$ cat config.mk
export PLATFORM = sky130hd
export DESIGN_NAME = div_bus_sequencer_flat
export DESIGN_NICKNAME = d
export VERILOG_FILES = /design/src/rtl/div_bus_sequencer_if.sv /design/src/rtl/div_bus_sequencer.sv /design/src/flat_wrapper.sv
export SDC_FILE = /design/constraint.sdc
export NUM_CORES = 1
export LEC_CHECK = 0
export CORE_MARGIN = 4
export CORE_UTILIZATION = 55
export DETAILED_ROUTE_END_ITERATION = 10
export DONT_BUFFER_PORTS = 1
export GPL_TIMING_DRIVEN = 0
export PLACE_DENSITY = 0.7
export SYNTH_ARGS = -nofsm -noshare
export SYNTH_HDL_FRONTEND = slang
export SYNTH_SLANG_ARGS = --single-unit
$ cat constraint.sdc
create_clock -name clk -period 3.6 [get_ports clk]
set_input_delay 0.72 -clock clk [delete_from_list [all_inputs] [get_ports clk]]
set_output_delay 0.72 -clock clk [all_outputs]
set_load 0.01 [all_outputs]
$ cat src/rtl/div_bus_sequencer_if.sv
// Host handshake and divider bus bundle for div_bus_sequencer.
// master: host/divider side driving operands, res_ready and the divider output bus.
// slave:  the sequencer itself.
interface div_bus_sequencer_if #(
  parameter int unsigned WIDTH = 6
);
  logic             in_valid;
  logic             in_ready;
  logic [WIDTH-1:0] dividend;
  logic [WIDTH-1:0] divisor;
  logic             start;
  logic [WIDTH-1:0] div_in_bus;
  logic [WIDTH-1:0] div_out_bus;
  logic             res_valid;
  logic             res_ready;
  logic [WIDTH-1:0] quotient;
  logic [WIDTH-1:0] remainder;
  logic             div_by_zero;
  logic             busy;

  modport master (
    output in_valid, dividend, divisor, div_out_bus, res_ready,
    input  in_ready, start, div_in_bus, res_valid, quotient, remainder, div_by_zero, busy
  );

  modport slave (
    input  in_valid, dividend, divisor, div_out_bus, res_ready,
    output in_ready, start, div_in_bus, res_valid, quotient, remainder, div_by_zero, busy
  );
endinterface

$ cat src/rtl/div_bus_sequencer.sv
// Operand/result sequencer wrapped around a serial divider. Serialises dividend then
// divisor onto the divider input bus, captures quotient then remainder, and short-circuits
// a zero divisor without starting the divider.
module div_bus_sequencer #(
  parameter int unsigned WIDTH       = 6,
  parameter int unsigned DIV_LATENCY = 8
) (
  input  logic                clk,
  input  logic                rst,
  div_bus_sequencer_if.slave  bus_io
);

  localparam int unsigned CntW = $clog2(DIV_LATENCY + 2);

  typedef enum logic [2:0] {
    StIdle,
    StStart,
    StSendB,
    StWait,
    StCapR,
    StZero,
    StDone
  } state_e;

  state_e           state_q, state_d;
  logic [WIDTH-1:0] a_q, a_d;
  logic [WIDTH-1:0] b_q, b_d;
  logic [WIDTH-1:0] quo_q, quo_d;
  logic [WIDTH-1:0] rem_q, rem_d;
  logic [WIDTH-1:0] din_q, din_d;
  logic [CntW-1:0]  cnt_q, cnt_d;
  logic             start_q, start_d;
  logic             rv_q, rv_d;
  logic             dz_q, dz_d;

  // Next-state, operand latching, result capture and registered bus outputs.
  always_comb begin
    state_d = state_q;
    a_d     = a_q;
    b_d     = b_q;
    quo_d   = quo_q;
    rem_d   = rem_q;
    cnt_d   = cnt_q;
    rv_d    = rv_q;
    dz_d    = dz_q;
    start_d = 1'b0;
    din_d   = '0;

    unique case (state_q)
      StIdle: begin
        if (bus_io.in_valid) begin
          a_d     = bus_io.dividend;
          b_d     = bus_io.divisor;
          state_d = (bus_io.divisor == '0) ? StZero : StStart;
        end
      end
      StStart: state_d = StSendB;
      StSendB: begin
        // Counter tracks cycles since the start cycle; WAIT begins at cycle 2.
        cnt_d   = CntW'(2);
        state_d = StWait;
      end
      StWait: begin
        if (cnt_q == CntW'(DIV_LATENCY)) begin
          quo_d   = bus_io.div_out_bus;
          cnt_d   = '0;
          state_d = StCapR;
        end else begin
          cnt_d = cnt_q + CntW'(1);
        end
      end
      StCapR: begin
        rem_d   = bus_io.div_out_bus;
        rv_d    = 1'b1;
        dz_d    = 1'b0;
        state_d = StDone;
      end
      StZero: begin
        quo_d   = '1;
        rem_d   = a_q;
        rv_d    = 1'b1;
        dz_d    = 1'b1;
        state_d = StDone;
      end
      StDone: begin
        if (bus_io.res_ready) begin
          rv_d    = 1'b0;
          state_d = StIdle;
        end
      end
      default: state_d = StIdle;
    endcase

    // start and the input bus are registered, so they follow the state being entered.
    start_d = (state_d == StStart);
    if (state_d == StStart) begin
      din_d = a_d;
    end else if (state_d == StSendB) begin
      din_d = b_q;
    end
  end

  // State and datapath registers with synchronous reset.
  always_ff @(posedge clk) begin
    if (rst) begin
      state_q <= StIdle;
      a_q     <= '0;
      b_q     <= '0;
      quo_q   <= '0;
      rem_q   <= '0;
      din_q   <= '0;
      cnt_q   <= '0;
      start_q <= 1'b0;
      rv_q    <= 1'b0;
      dz_q    <= 1'b0;
    end else begin
      state_q <= state_d;
      a_q     <= a_d;
      b_q     <= b_d;
      quo_q   <= quo_d;
      rem_q   <= rem_d;
      din_q   <= din_d;
      cnt_q   <= cnt_d;
      start_q <= start_d;
      rv_q    <= rv_d;
      dz_q    <= dz_d;
    end
  end

  assign bus_io.in_ready    = (state_q == StIdle);
  assign bus_io.busy        = (state_q != StIdle);
  assign bus_io.start       = start_q;
  assign bus_io.div_in_bus  = din_q;
  assign bus_io.res_valid   = rv_q;
  assign bus_io.quotient    = quo_q;
  assign bus_io.remainder   = rem_q;
  assign bus_io.div_by_zero = dz_q;

endmodule

$ cat src/flat_wrapper.sv
// flat-port wrapper written by rule: the top's interface ports become plain ports
module div_bus_sequencer_flat 
#(
  parameter int unsigned WIDTH       = 6,
  parameter int unsigned DIV_LATENCY = 8
)
  (clk, rst, bus_io_in_valid, bus_io_dividend, bus_io_divisor, bus_io_div_out_bus, bus_io_res_ready, bus_io_in_ready, bus_io_start, bus_io_div_in_bus, bus_io_res_valid, bus_io_quotient, bus_io_remainder, bus_io_div_by_zero, bus_io_busy);
  div_bus_sequencer_if #(.WIDTH(WIDTH)) bus_io_i ();
  input  logic clk;
  input  logic rst;
  input wire logic [$bits(bus_io_i.in_valid)-1:0] bus_io_in_valid;
  input wire logic [$bits(bus_io_i.dividend)-1:0] bus_io_dividend;
  input wire logic [$bits(bus_io_i.divisor)-1:0] bus_io_divisor;
  input wire logic [$bits(bus_io_i.div_out_bus)-1:0] bus_io_div_out_bus;
  input wire logic [$bits(bus_io_i.res_ready)-1:0] bus_io_res_ready;
  output wire logic [$bits(bus_io_i.in_ready)-1:0] bus_io_in_ready;
  output wire logic [$bits(bus_io_i.start)-1:0] bus_io_start;
  output wire logic [$bits(bus_io_i.div_in_bus)-1:0] bus_io_div_in_bus;
  output wire logic [$bits(bus_io_i.res_valid)-1:0] bus_io_res_valid;
  output wire logic [$bits(bus_io_i.quotient)-1:0] bus_io_quotient;
  output wire logic [$bits(bus_io_i.remainder)-1:0] bus_io_remainder;
  output wire logic [$bits(bus_io_i.div_by_zero)-1:0] bus_io_div_by_zero;
  output wire logic [$bits(bus_io_i.busy)-1:0] bus_io_busy;
  assign bus_io_i.in_valid = bus_io_in_valid;
  assign bus_io_i.dividend = bus_io_dividend;
  assign bus_io_i.divisor = bus_io_divisor;
  assign bus_io_i.div_out_bus = bus_io_div_out_bus;
  assign bus_io_i.res_ready = bus_io_res_ready;
  assign bus_io_in_ready = bus_io_i.in_ready;
  assign bus_io_start = bus_io_i.start;
  assign bus_io_div_in_bus = bus_io_i.div_in_bus;
  assign bus_io_res_valid = bus_io_i.res_valid;
  assign bus_io_quotient = bus_io_i.quotient;
  assign bus_io_remainder = bus_io_i.remainder;
  assign bus_io_div_by_zero = bus_io_i.div_by_zero;
  assign bus_io_busy = bus_io_i.busy;
  div_bus_sequencer #(.WIDTH(WIDTH), .DIV_LATENCY(DIV_LATENCY)) u_core (.clk(clk), .rst(rst), .bus_io(bus_io_i));
endmodule
==> parameters.txt <==
Parameter                              Value

Timing
  Unrepaired setup endpoints after global routing ... false
  Max Slew Vio Count ... 0
  Count of final setup violators ... 0
  Final-report hold violation count ... 0
  Relative slew margins ... 57.72%
  Max Clock Skew ... 0.009270 ns
  Setup TNS ... 0 ns
  Highest attainable clock frequency ... 471.2 MHz
  Final worst path period share ... 58.95%
  Transition time at the pin with the least slew margin ... 0.6326 ns
  Post-route minimum period ... 2.122 ns

Logic synthesis
  Portion of synthesized cell area occupied by the leading cell type ... 48.48%
  Portion of the post-synthesis area used by sequential elements ... 48.48%
  Number of distinct library cells after synthesis ... 36
  Warnings, synthesis ... 0
  Number of enable-type register cells in the synthesized netlist ... 0
  Ys flop type ... dfxtp_1
  Cell taking the most area after synthesis ... dfxtp_1
  Largest cells by area after synthesis ... dfxtp_1 48%, nand2_1 6.6%, a21oi_1 5.2%
  Per-instance average area after synthesis ... 9.125 sq um
  Share of flip-flops with an asynchronous set or reset after synthesis ... 0%
  Seq cells post-synth ... 40
  Post-Synthesis Net Count ... 205
  Summed instance area of the synthesized netlist ... 1652 sq um
  Mapped Cells ... 181

Clock network
  Count of hold buffers inserted by post-cts repair ... 0
  Clk root buf ... clkbuf_4
  TritonCTS clock tree ... built
  Clock-pin slew of the registers on the worst-case setup and hold paths ... 0.12 ns
  Bufs on Longest Clock Path ... 2
  Number of buffers added by the clock tree synthesis step ... 5
  Setup fix buffers added after clock tree synthesis ... 0
  H-tree depth ... 2
  Post-cts repair resize count ... 0
  # clock sinks ... 40
  Skew-Pair Late Insertion Delay ... 0.34 ns

Finish
  Filler cell count ... 251
  Post-route standard cell area excluding fillers ... 1752 sq um
  Ratio of cells with drive above 1 in the final layout ... 11.64%
  Layout overhead on the synthesized area ... 6.061%
  Diodes inserted ... 0
  Nets ... 212

Setup path
  Signal arrival time at the worst endpoint ... 1.40 ns
  Start-to-end type of the worst setup path ... reg -> out
  Endpoint class of the critical path ... output pin
  Startpoint types ... flop
  Largest fanout on the critical path ... 10
  Worst Path Required ... 2.88 ns

Drt
  Vias after detailed routing ... 1338
  Drt pass-1 iters ... 4
  Post-DR vias/cell ... 6.082
  Residual DRC count ... 0
  Antenna-violating nets left ... 0
  Final wirelength ... 3.595 mm
  Starting DRC count in detailed routing ... 120
  Average wire per standard cell ... 16.34 microns

Placed design
  Total of buffers placed on input and output ports ... 0
  HPWL after detailed placement ... 2.633 mm
  Global placer's final weighted congestion ... 0.8096
  Post-Place Cell Area ... 1690 sq um

Floorplanning
  Initial Util ... 58.88%
  Die Y ... 62.80 microns
  Top-Level Pins ... 45
  Standard-cell row count ... 19
  Area enclosed by the die boundary ... 3944 sq um
  Core ar. ... 2805 sq um
  Horiz. Die Dim ... 62.80 microns

Pwr
  Power per cell area ... 456.7 nW/um^2
  Overall power consumption ... 800.1 uW
  IR drop worst, VDD ... 0.3219 mV
  Total leakage power ... 0.0006253 uW

GRT
  First-pass GRT wire length ... 6.106 mm
  Via count of the first global-routing pass ... 1318
  Largest net degree at the start of global routing ... 15
  Global route total overflow ... 0
  Number of antenna violations at the first check in global routing ... 0
  Overall routing resource usage ... 19.46%

Min path
  Class of the tightest hold or removal check ... reg -> reg

Flow run
  Number of max-cap violations ... 0

Status
  Outcome ... finished, final reports clean
## per-stage QoR
step	utilization (%)	cells	hold WS (ns)	setup WS, ns
floorplan	-	181	0.4357	1.904
global route	62.44	220	0.4624	1.374
global placement	60.26	212	0.4415	1.811
finish	62.44	220	0.4658	1.478
detailed placement	60.26	212	0.4487	1.801
CTS	62.44	220	0.4662	1.459
## logic make-up after synthesis
kind of cell	synth area share (%)
and+or+nand+nor	20.30
adders and majority gates	1.515
muxes	3.637
AOI/OAI and AO/OA	20.61
DFF	48.48
buffers and inverters	5.454
## power by group
part | total, uW | switching [uW] | internal [uW] | leakage, uW
logic | 98.7 | 59.1 | 39.6 | 0.000273
clock network | 226 | 149 | 76.8 | 0.0000274
registers | 475 | 13.1 | 462 | 0.000325
## critical path, stage by stage, from the launching register on
cell	delay, ns
dfxtp_1	0.35
buf_2	0.19
or3_1	0.39
inv_1	0.14
## synthesized netlist by cell type, types with 2 or more instances
library cell,number
o21ai_0,9
buf_6,2
mux2i_1,6
buf_2,6
a21o_1,2
nand3_1,9
or3_1,2
a211oi_1,7
dfxtp_1,40
and3b_1,2
ha_1,2
a31oi_1,7
nor4b_2,2
nand3b_1,2
nor2_1,7
clkbuf_1,4
inv_1,3
nand2_1,29
nand2b_1,2
a21oi_1,17
a32o_1,6
## metal layers
metal	wire length, microns	share of wire, %	GRT usage [%]
met5	0	0	0
met4	44	1.2	7.163
met3	314	8.7	7.554
met2	1676	47	31.56
met1	1560	43	23.25
## path summary, 6_finish.rpt
path / to / slack [ns] / cells past startpoint / startpoint
hold reg to reg: u_core.b_q[4] / 0.47 / 2 / u_core.b_q[4]
hold / removal: u_core.b_q[4] / 0.47 / 2 / u_core.b_q[4]
setup reg to reg: u_core.state_q[2] / 2.08 / 6 / u_core.cnt_q[0]
setup / recovery: bus_io_in_ready / 1.48 / 3 / u_core.state_q[2]
## layout by cell type, fill, tap and decap left out, types with 2 or more instances in the layout
master and n:
a211oi_1 7, a21o_1 2, a21oi_1 17, a31oi_1 7
a32o_1 6, and3b_1 2, buf_2 6, buf_6 2
clkbuf_1 4, clkbuf_4 5, clkinvlp_4 2, dfxtp_1 40
ha_1 2, inv_1 3, mux2i_1 6, nand2_1 29
nand2b_1 2, nand3_1 9, nand3b_1 2, nor2_1 7
nor4b_2 2, o21ai_0 9, or3_1 2
## final cells by class
type,instances,area [sq um],share of cell area (%)
tap,31,38.79,2.214
multi-input combinational,124,760.7,43.43
clock buffer,5,37.54,2.143
clock inverter,3,23.77,1.357
buffer,14,78.83,4.500
inverter,3,11.26,0.6429
sequential,40,800.8,45.71
## registers in the layout, summed over array words and instances, names as in the netlist
register,count
u_core.bus_io.res_valid,1
u_core.state_q,3
u_core.bus_io.div_in_bus,6
u_core.bus_io.quotient,6
u_core.cnt_q,4
u_core.a_q,6
u_core.b_q,6
u_core.bus_io.div_by_zero,1
u_core.bus_io.start,1
u_core.bus_io.remainder,6
No activity file was read; power rests on OpenSTA's default activity.
